`config.mk`:
```
export PLATFORM = sky130hd
export DESIGN_NAME = note_sequencer
export DESIGN_NICKNAME = d
export VERILOG_FILES = /design/src/rtl/music_box_pkg.sv /design/src/rtl/duration_timer.sv /design/src/rtl/note_sequencer.sv
export SDC_FILE = /design/constraint.sdc
export NUM_CORES = 1
export LEC_CHECK = 0
export CAP_MARGIN = 20
export CORE_MARGIN = 1.5
export CORE_UTILIZATION = 27
export DETAILED_ROUTE_END_ITERATION = 7
export SLEW_MARGIN = 20
export SYNTH_ARGS = -nofsm -noshare
export SYNTH_HDL_FRONTEND = slang
export SYNTH_SLANG_ARGS = --single-unit
```
`constraint.sdc`:
```
create_clock -name CLK_32KHz -period 15.4 [get_ports CLK_32KHz]
set_input_delay 3.08 -clock CLK_32KHz [delete_from_list [all_inputs] [get_ports CLK_32KHz]]
set_output_delay 3.08 -clock CLK_32KHz [all_outputs]
set_load 0.01 [all_outputs]
```
`src/rtl/music_box_pkg.sv`:
```
// Shared types and constants for the music box note sequencer.
package music_box_pkg;

    localparam int unsigned MIN_FREQ = 100;
    localparam int unsigned MAX_FREQ = 8000;
    localparam int unsigned FS_HZ    = 32000;

    // Upper clamp never exceeds Nyquist of the generator sample rate
    localparam int unsigned FREQ_CEIL = (MAX_FREQ < FS_HZ / 2) ? MAX_FREQ : FS_HZ / 2;

    typedef enum logic [2:0] {
        StIdle,
        StPlay,
        StWaitZero,
        StGap,
        StDone
    } seq_state_t;

    function automatic logic [13:0] clamp_freq(input logic [13:0] freq);
        if (freq < 14'(MIN_FREQ)) return 14'(MIN_FREQ);
        if (freq > 14'(FREQ_CEIL)) return 14'(FREQ_CEIL);
        return freq;
    endfunction

endpackage

```
`src/rtl/duration_timer.sv`:
```
// Millisecond prescaler plus 8-bit ms countdown; expire flags the last tick of the interval.
module duration_timer #(
    parameter int unsigned TICKS_PER_MS = 32
) (
    input  logic       CLK_32KHz,
    input  logic       reset,
    input  logic       load,
    input  logic [7:0] load_ms,
    input  logic       count,
    output logic       expire
);

    localparam int unsigned     PreW    = (TICKS_PER_MS > 1) ? $clog2(TICKS_PER_MS) : 1;
    localparam logic [PreW-1:0] PreLast = PreW'(TICKS_PER_MS - 1);

    logic [PreW-1:0] presc_q;
    logic [7:0]      ms_q;

    assign expire = (ms_q <= 8'd1) && (presc_q == PreLast);

    always_ff @(posedge CLK_32KHz or posedge reset) begin
        if (reset) begin
            presc_q <= '0;
            ms_q    <= '0;
        end else if (load) begin
            presc_q <= '0;
            ms_q    <= load_ms;
        end else if (count) begin
            if (presc_q == PreLast) begin
                presc_q <= '0;
                ms_q    <= ms_q - 8'd1;
            end else begin
                presc_q <= presc_q + 1'b1;
            end
        end
    end

endmodule

```
`src/rtl/note_sequencer.sv`:
```
// Plays a table of (frequency, duration) notes with articulation gaps and
// phase-aligned note-off.
module note_sequencer
    import music_box_pkg::*;
#(
    parameter int unsigned NOTE_COUNT   = 16,
    parameter int unsigned TICKS_PER_MS = 32,
    parameter int unsigned GAP_MS       = 2,
    parameter int unsigned ZERO_TIMEOUT = 320
) (
    input  logic                          CLK_32KHz,
    input  logic                          reset,
    input  logic                          start,
    input  logic                          stop,
    input  logic                          loop_en,
    input  logic                          wr_en,
    input  logic [$clog2(NOTE_COUNT)-1:0] wr_addr,
    input  logic [13:0]                   wr_freq,
    input  logic [7:0]                    wr_dur,
    input  logic                          indexZero,
    output logic [13:0]                   outputFrequency,
    output logic                          gen_enable,
    output logic                          busy,
    output logic [$clog2(NOTE_COUNT)-1:0] note_index,
    output logic                          done
);

    localparam int unsigned     IdxW    = $clog2(NOTE_COUNT);
    localparam int unsigned     ZcW     = $clog2(ZERO_TIMEOUT + 1);
    localparam logic [7:0]      GapMs   = 8'(GAP_MS);
    localparam logic [IdxW-1:0] LastIdx = IdxW'(NOTE_COUNT - 1);
    localparam logic [ZcW-1:0]  ZcLast  = ZcW'(ZERO_TIMEOUT - 1);

    seq_state_t      state_q;
    logic [13:0]     freq_tbl [NOTE_COUNT];
    logic [7:0]      dur_tbl  [NOTE_COUNT];
    logic [ZcW-1:0]  zero_cnt_q;

    logic [IdxW-1:0] next_idx;
    logic [IdxW-1:0] apply_idx;
    logic            end_of_song;
    logic            zero_exit;
    logic            adv;
    logic            apply_go;
    logic            go_done;
    logic            tmr_load;
    logic [7:0]      tmr_load_ms;
    logic            tmr_count;
    logic            tmr_expire;

    duration_timer #(
        .TICKS_PER_MS(TICKS_PER_MS)
    ) u_timer (
        .CLK_32KHz(CLK_32KHz),
        .reset    (reset),
        .load     (tmr_load),
        .load_ms  (tmr_load_ms),
        .count    (tmr_count),
        .expire   (tmr_expire)
    );

    // Decide which entry (if any) gets applied on the coming edge
    always_comb begin
        next_idx    = note_index + 1'b1;
        end_of_song = (note_index == LastIdx) || (dur_tbl[next_idx] == 8'd0);
        zero_exit   = indexZero || !gen_enable || (zero_cnt_q == ZcLast);
        adv         = 1'b0;
        apply_go    = 1'b0;
        go_done     = 1'b0;
        apply_idx   = '0;
        tmr_count   = 1'b0;
        tmr_load    = 1'b0;
        tmr_load_ms = GapMs;
        if (!stop) begin
            case (state_q)
                StIdle:     apply_go = start;
                StPlay:     tmr_count = 1'b1;
                StWaitZero: begin
                    if (zero_exit) begin
                        if (GAP_MS == 0) adv = 1'b1;
                        else             tmr_load = 1'b1;
                    end
                end
                StGap: begin
                    tmr_count = 1'b1;
                    adv       = tmr_expire;
                end
                default: ;
            endcase
        end
        if (adv) begin
            if (end_of_song && !loop_en) begin
                go_done = 1'b1;
            end else begin
                apply_go  = 1'b1;
                apply_idx = end_of_song ? '0 : next_idx;
            end
        end
        if (apply_go) begin
            tmr_load    = 1'b1;
            tmr_load_ms = dur_tbl[apply_idx];
        end
    end

    always_ff @(posedge CLK_32KHz or posedge reset) begin
        if (reset) begin
            state_q         <= StIdle;
            outputFrequency <= '0;
            gen_enable      <= 1'b0;
            busy            <= 1'b0;
            note_index      <= '0;
            done            <= 1'b0;
            zero_cnt_q      <= '0;
            for (int i = 0; i < NOTE_COUNT; i++) begin
                freq_tbl[i] <= '0;
                dur_tbl[i]  <= '0;
            end
        end else begin
            done <= 1'b0;
            if (wr_en && (state_q == StIdle)) begin
                freq_tbl[wr_addr] <= wr_freq;
                dur_tbl[wr_addr]  <= wr_dur;
            end
            if (stop && (state_q != StIdle)) begin
                state_q    <= StIdle;
                gen_enable <= 1'b0;
                busy       <= 1'b0;
            end else if (apply_go) begin
                note_index <= apply_idx;
                busy       <= 1'b1;
                if (dur_tbl[apply_idx] == 8'd0) begin
                    state_q    <= StDone;
                    gen_enable <= 1'b0;
                    done       <= 1'b1;
                end else begin
                    state_q <= StPlay;
                    // A rest keeps the last pitch so the generator sees no glitch
                    if (freq_tbl[apply_idx] != 14'd0) begin
                        outputFrequency <= clamp_freq(freq_tbl[apply_idx]);
                        gen_enable      <= 1'b1;
                    end else begin
                        gen_enable <= 1'b0;
                    end
                end
            end else if (go_done) begin
                state_q    <= StDone;
                gen_enable <= 1'b0;
                done       <= 1'b1;
            end else begin
                case (state_q)
                    StPlay: begin
                        if (tmr_expire) begin
                            state_q    <= StWaitZero;
                            zero_cnt_q <= '0;
                        end
                    end
                    StWaitZero: begin
                        zero_cnt_q <= zero_cnt_q + 1'b1;
                        if (zero_exit) begin
                            state_q    <= StGap;
                            gen_enable <= 1'b0;
                        end
                    end
                    StDone: begin
                        state_q <= StIdle;
                        busy    <= 1'b0;
                    end
                    default: ;
                endcase
            end
        end
    end

endmodule

```
==> results of run 1 <==
## critical path: cells and delay by family (launching register included)
| kind | cells | cell delay (ps) |
|---|---|---|
| compound gates | 7 | 2300 |
| fa+ha+maj | 1 | 850 |
| buf+inv | 4 | 2030 |
| flops | 1 | 720 |
| mux | 1 | 330 |
| simple gates | 4 | 1490 |
## registers in the layout, summed over array words and instances, names as in the netlist
name,cells
outputFrequency,14
zero_cnt_q,9
u_timer.ms_q,8
freq_tbl,224
note_index,4
busy,1
dur_tbl,128
done,1
gen_enable,1
u_timer.presc_q,5
state_q,3
## routing by layer
layer / vias up / routed length, um / GRT usage [%]
met2: 625 / 29800 / 26.6
met5: - / 84 / 0
met4: 14 / 1950 / 5.51
met3: 146 / 4940 / 3.07
met1: 7954 / 28400 / 23.1
li1: 6573 / - / -
## power by group through the flow
stage	clock network (uW)	logic, uW	registers [uW]
global placement	0	1040	1750
global route	1060	1170	1810
detailed placement	0	1070	1770
finish	991	1070	1760
floorplan	0	800	1670
CTS	1010	1070	1760
## cell type report
type	count	area, sq um
multi-input combinational	1195	9710
inverter	19	78.8
timing repair buffer	95	868
tap	969	1210
sequential	398	9960
fill	7505	51200
antenna	1	2.50
clock inverter	6	58.8
clock buffer	67	1250
## synthesized netlist by cell type (13+ instances only)
master | n | share of area, %
a211oi_1 | 15 | 0.56
o2bb2ai_1 | 13 | 0.56
o221ai_1 | 15 | 0.65
nor2b_1 | 17 | 0.52
mux2i_1 | 66 | 3.3
buf_1 | 29 | 0.54
nor3_1 | 42 | 1.0
nand4_1 | 15 | 0.46
dfrtp_1 | 398 | 49
a2bb2oi_1 | 15 | 0.65
inv_1 | 18 | 0.33
mux2_2 | 359 | 20
nand2_1 | 80 | 1.5
buf_2 | 29 | 0.72
clkbuf_1 | 81 | 1.5
nor4_1 | 17 | 0.52
nand3_1 | 28 | 0.69
o21ai_0 | 74 | 1.8
or4_1 | 14 | 0.52
o31ai_1 | 18 | 0.67
a21oi_1 | 94 | 2.3
o211ai_1 | 18 | 0.67
nor2_1 | 72 | 1.3
## cells by family after synthesis
kind of cell | Yosys count
adder cells (fa/ha/maj) | 6
AND/OR/NAND/NOR | 353
XOR/XNOR | 4
multiplexers | 435
buffers and inverters | 164
flip-flops | 398
AO/OA/AOI/OAI | 397
## metrics by stage
step                setup slack [ps]  cells  util, %  total power, uW  cell area [sq um]
finish                          7420   2750     31.1             3830              23100
global route                    7270   2749     31.1             4040              23100
CTS                             7610   2749     31.1             3840              23100
detailed placement              7180   2676     29.4             2840              21800
global placement                7260   2675     29.4             2780              21800
floorplan                       1250   1757        -             2470              20300
## worst min-delay path by stage
| stage | to | slack (ps) | depth (start not counted) |
|---|---|---|---|
| final | zero_cnt_q[8] | 490 | 1 |
| after global routing | freq_tbl[60] | 510 | 1 |
| after CTS | zero_cnt_q[8] | 490 | 1 |
| after detailed placement | zero_cnt_q[8] | 480 | 1 |
| after global placement | zero_cnt_q[8] | 470 | 1 |
| after floorplan | zero_cnt_q[8] | 440 | 1 |
==> flow_metrics.tcl, run 1 <==
set metrics [dict create \
    setup_viol 0 \
    cts_made_buffers 42 \
    setup_tns_ps 0 \
    clockBufferDepth 3 \
    cts_root_buf "clkbuf_16" \
    synthAdderAreaFrac_pct 0.370 \
    yosysWarnings 0 \
    switching_share_pct 31.9 \
    hold_ws_ps 486 \
    antenna_found_initial 9 \
    cp_slowest_cell "ha_4" \
    port_buffers 53 \
    wirelength_mm 65.2 \
    postCtsSetupBuffers 0 \
    crit_path_frequent_cell "buf_4" \
    io_pins 54 \
    rows 100 \
    netlist_instances 1757 \
    cp_slowest_stage_delay_ps 850 \
    grt_usage_pct 16.8 \
    clock_skew_ps 38.2 \
    p_clk_share_pct 25.9 \
    p_sw_uw 1220 \
    fin_crit_sh_pct 51.8 \
    initial_core_util_pct 27.3 \
    endpoint_kind "flip-flop" \
    power_density_nw_per_um2 165 \
    final_cell_mix "397 x dfrtp_1, 359 x mux2_2, 94 x a21oi_1" \
    cp-startpoint "note_index[0]" \
    yosysSeqAreaShare_pct 49.1 \
    synth_mux_area_share_pct 24.2 \
    slew_headroom_pct 28.8 \
    cp_max_fo 58 \
    comb_power_share_pct 28.1 \
    hpwl_mm 41.6 \
    intPower_uw 2610 \
    core_sq_um 74300 \
    synthXorXnorAreaFrac_pct 0.173 \
    yosys.area_share.simple_pct 9.22 \
    final_common_cell "dfrtp_1" \
    ctsResizeCount 0 \
    htree_levels 2 \
    crit_end "outputFrequency[8]" \
    rr_endpoint "outputFrequency[8]" \
    drive_gt1_share_pct 28.8 \
    hold_viol 0 \
    worst_setup_path_start_kind "flip-flop" \
    cts_tree "built" \
    tightest_slew_ps 1060 \
    synth.distinct_cells 89 \
    pwr-share-seq_pct 46.1 \
    drt_iter0_markers 1836 \
    die_h_um 277 \
    synth_edf_count 0 \
    p_leak_uw 0.00945 \
    avgSynthCellArea_sq_um 11.5 \
    wl_per_cell_um 23.7 \
    r2r-start "note_index[0]" \
    max_freq_mhz 125 \
    vias 15300 \
    synth_compound_area_share_pct 13.5 \
    die_area_sq_um 76700 \
    clk_pin_slew_ps 60 \
    clk_latency_ps 590 \
    path_cells "ha_4 > buf_4 > buf_4 > or4b_2 > o221ai_1 > o2111a_1 > o21a_1 > buf_4 > or3_1 > buf_4 > mux2i_1 > o22ai_1 > a22oi_1 > or3_1 > nor2_4 > a21o_1 > a221o_1" \
    status "complete, no violations" \
    rsz0062_at_grt "false" \
    path_class "flip-flop to flip-flop" \
    cts.sinks 398 \
    holdCritPathClass "flip-flop to flip-flop" \
    min-delay-start "zero_cnt_q[8]" \
    ys_seq_elements 398 \
    cp.required_ps 15860 \
    gr-total-overflow 0 \
    period_needed_ps 7980 \
    final_max_slew_viol_count 0 \
    grt_pass1_wl_mm 99.5 \
    drtPass1Iterations 5 \
    syn-num-nets 1796 \
    r2r_setup_slack_ps 7420 \
    cp.arrival_ps 8440 \
    rr_worst_depth 17 \
    nNetsFinal 1790 \
    syn-cell-area_sq_um 20300 \
    die_x_um 277 \
    drv_cap 0 \
    syn2layout_area_growth_pct 14.2 \
    grt_max_degree 171 \
    final_antenna_net_count 0 \
    grt_pass1_vias 15400 \
    postCtsHoldBufs 0 \
    viasPerCell 5.57 \
    drc_errors 0 \
    synth_top_flop_cell "dfrtp_1" \
    synth_top_family_by_area "multiplexers" \
    gp_congestion 0.941 \
    max-vdd-ir-drop_uv 81.1 \
    synth-async-reset-ratio_pct 100 \
]
Power figures use the tool's default switching activity.
==> inputs of run 2 (changes only) <==
clock period = 7.8 ns   (was 15.4 ns; I/O delays follow)
==> flow_metrics.tcl, run 2 (synthesized netlist as in run 1, its figures left out) <==
set metrics [dict create \
    status "complete, no violations" \
    total_power_uw 7730 \
    dp_cells 2682 \
    period_needed_ps 6480 \
    rows 100 \
    endpoint_kind "flip-flop" \
    rsz0062_at_grt "false" \
    path_cells "ha_4 > or4b_2 > o221ai_1 > o2111a_1 > o21a_1 > or3_1 > buf_4 > mux2i_1 > o22ai_1 > a22oi_1 > or3_1 > nor2_4 > a21o_1 > a221o_1" \
    hold_ws_ps 478 \
    cp_max_fo 53 \
    path_class "flip-flop to flip-flop" \
    die_x_um 277 \
    setup_tns_ps 0 \
    largest_register_ffs 224 \
    final_antenna_net_count 0 \
    cts_root_buf "clkbuf_16" \
    p_clk_share_pct 27.0 \
    cp_slowest_stage_delay_ps 770 \
    multi_input_area_sq_um 9720 \
    antenna_found_initial 11 \
    vias 15200 \
    pwr-share-seq_pct 45.3 \
    max_freq_mhz 154 \
    drv_cap 0 \
    postCtsHoldBufs 0 \
    gp_congestion 0.933 \
    grt_pass1_wl_mm 102 \
    cp.required_ps 8260 \
    clk_pin_slew_ps 60 \
    p_sw_uw 2480 \
    grt_usage_pct 17.5 \
    viasPerCell 5.51 \
    cts_tree "built" \
    initial_core_util_pct 27.3 \
    postCtsSetupBuffers 0 \
    switching_share_pct 32.0 \
    clk_latency_ps 590 \
    p_leak_uw 0.00953 \
    fin_crit_sh_pct 83.1 \
    cp.arrival_ps 6940 \
    final_cell_mix "397 x dfrtp_1, 359 x mux2_2, 94 x a21oi_1" \
    setup_viol 0 \
    hpwl_mm 44.8 \
    pre_cts_ws_ps 1290 \
    clock_skew_ps 14.7 \
    syn2layout_area_growth_pct 14.9 \
    reg_top3 "freq_tbl x224, dur_tbl x128, outputFrequency x14" \
    hold_viol 0 \
    gr-total-overflow 0 \
    die_area_sq_um 76700 \
    path_delay_family "compound AO/OA/AOI/OAI gates" \
    htree_levels 2 \
    holdCritPathClass "flip-flop to flip-flop" \
    clockBufferDepth 3 \
    cts_made_buffers 43 \
    intPower_uw 5250 \
    io_pins 54 \
    seq_area_sq_um 9960 \
    fin_cells 2755 \
    nFillCells 7515 \
    drc_errors 0 \
    grt_max_degree 168 \
    worst_slack_ps 1320 \
    final_max_slew_viol_count 0 \
    path_buf_inv 1 \
    final_common_cell "dfrtp_1" \
    cp_slowest_cell "o21a_1" \
    comb_power_share_pct 27.7 \
    worst_setup_path_start_kind "flip-flop" \
    tightest_slew_ps 1050 \
    drive_gt1_share_pct 29.4 \
    wirelength_mm 68.1 \
    port_buffers 53 \
    drtPass1Iterations 5 \
    wl_per_cell_um 24.7 \
    die_h_um 277 \
    cts.sinks 398 \
    power_density_nw_per_um2 332 \
    crit_path_frequent_cell "or3_1" \
    regMostFlops "freq_tbl" \
    nNetsFinal 1797 \
    ctsResizeCount 0 \
    slew_headroom_pct 29.8 \
    max-vdd-ir-drop_uv 126 \
    core_sq_um 74300 \
    drt_iter0_markers 1301 \
    grt_pass1_vias 15300 \
]
-- run 2: cell count changes in the layout (fill, tap and decap cells not counted), sizes merged --
cell,previous run,this run
buf,42,48
inv,20,21
clkinv,4,3
bufinv,1,4
clkbuf,67,62
clkinvlp,0,1
-- run 2: power groups by stage --
stage | Sequential (uW) | Clock [uW] | Combinational [uW]
final | 3500 | 2090 | 2140
after CTS | 3490 | 2130 | 2130
after global placement | 3480 | 0 | 2070
after detailed placement | 3520 | 0 | 2120
after global routing | 3600 | 2210 | 2330
after floorplan | 3300 | 0 | 1580
-- run 2: metal layers --
layer | wire length [um] | up-vias | part of all wire (%) | global-route usage (%)
met5 | 95 | - | 0.14 | 0
met4 | 1830 | 18 | 2.7 | 5.02
met3 | 5540 | 147 | 8.1 | 4.73
met2 | 30500 | 567 | 45 | 27.1
met1 | 30100 | 7841 | 44 | 23.8
li1 | - | 6608 | - | -
-- run 2: layout make-up --
type,instances,area share [%]
Inverter,19,0.322
Sequential cell,398,42.8
Multi-Input combinational cell,1195,41.7
Clock buffer,62,5.23
Tap cell,969,5.21
Antenna cell,1,0.0107
Clock inverter,10,0.790
Timing Repair Buffer,101,3.93
-- run 2: final timing paths --
path / start / end / slack, ps / cells after the start
worst max-delay path: note_index[0] / outputFrequency[8] / 1320 / 14
worst min-delay path: zero_cnt_q[8] / zero_cnt_q[8] / 480 / 1
worst max register to register: note_index[0] / outputFrequency[8] / 1320 / 14
worst min register to register: zero_cnt_q[8] / zero_cnt_q[8] / 480 / 1
max in group asynchronous: reset / note_index[0] / 4820 / 3
min in group asynchronous: reset / dur_tbl[106] / 1510 / 2
-- run 2: stage by stage --
step                util (%)  cell area, sq um
floorplan                  -             20300
global placement        29.4             21900
detailed placement      29.4             21900
CTS                     31.3             23300
global route            31.3             23300
finish                  31.3             23300
-- run 2: worst reg2reg max path, cell delays in order (launching register included) --
cell and delay (ps):
dfrtp_4 600, ha_4 740, or4b_2 670, o221ai_1 330
o2111a_1 270, o21a_1 770, or3_1 590, buf_4 410
mux2i_1 320, o22ai_1 140, a22oi_1 490, or3_1 280
nor2_4 60, a21o_1 300, a221o_1 390
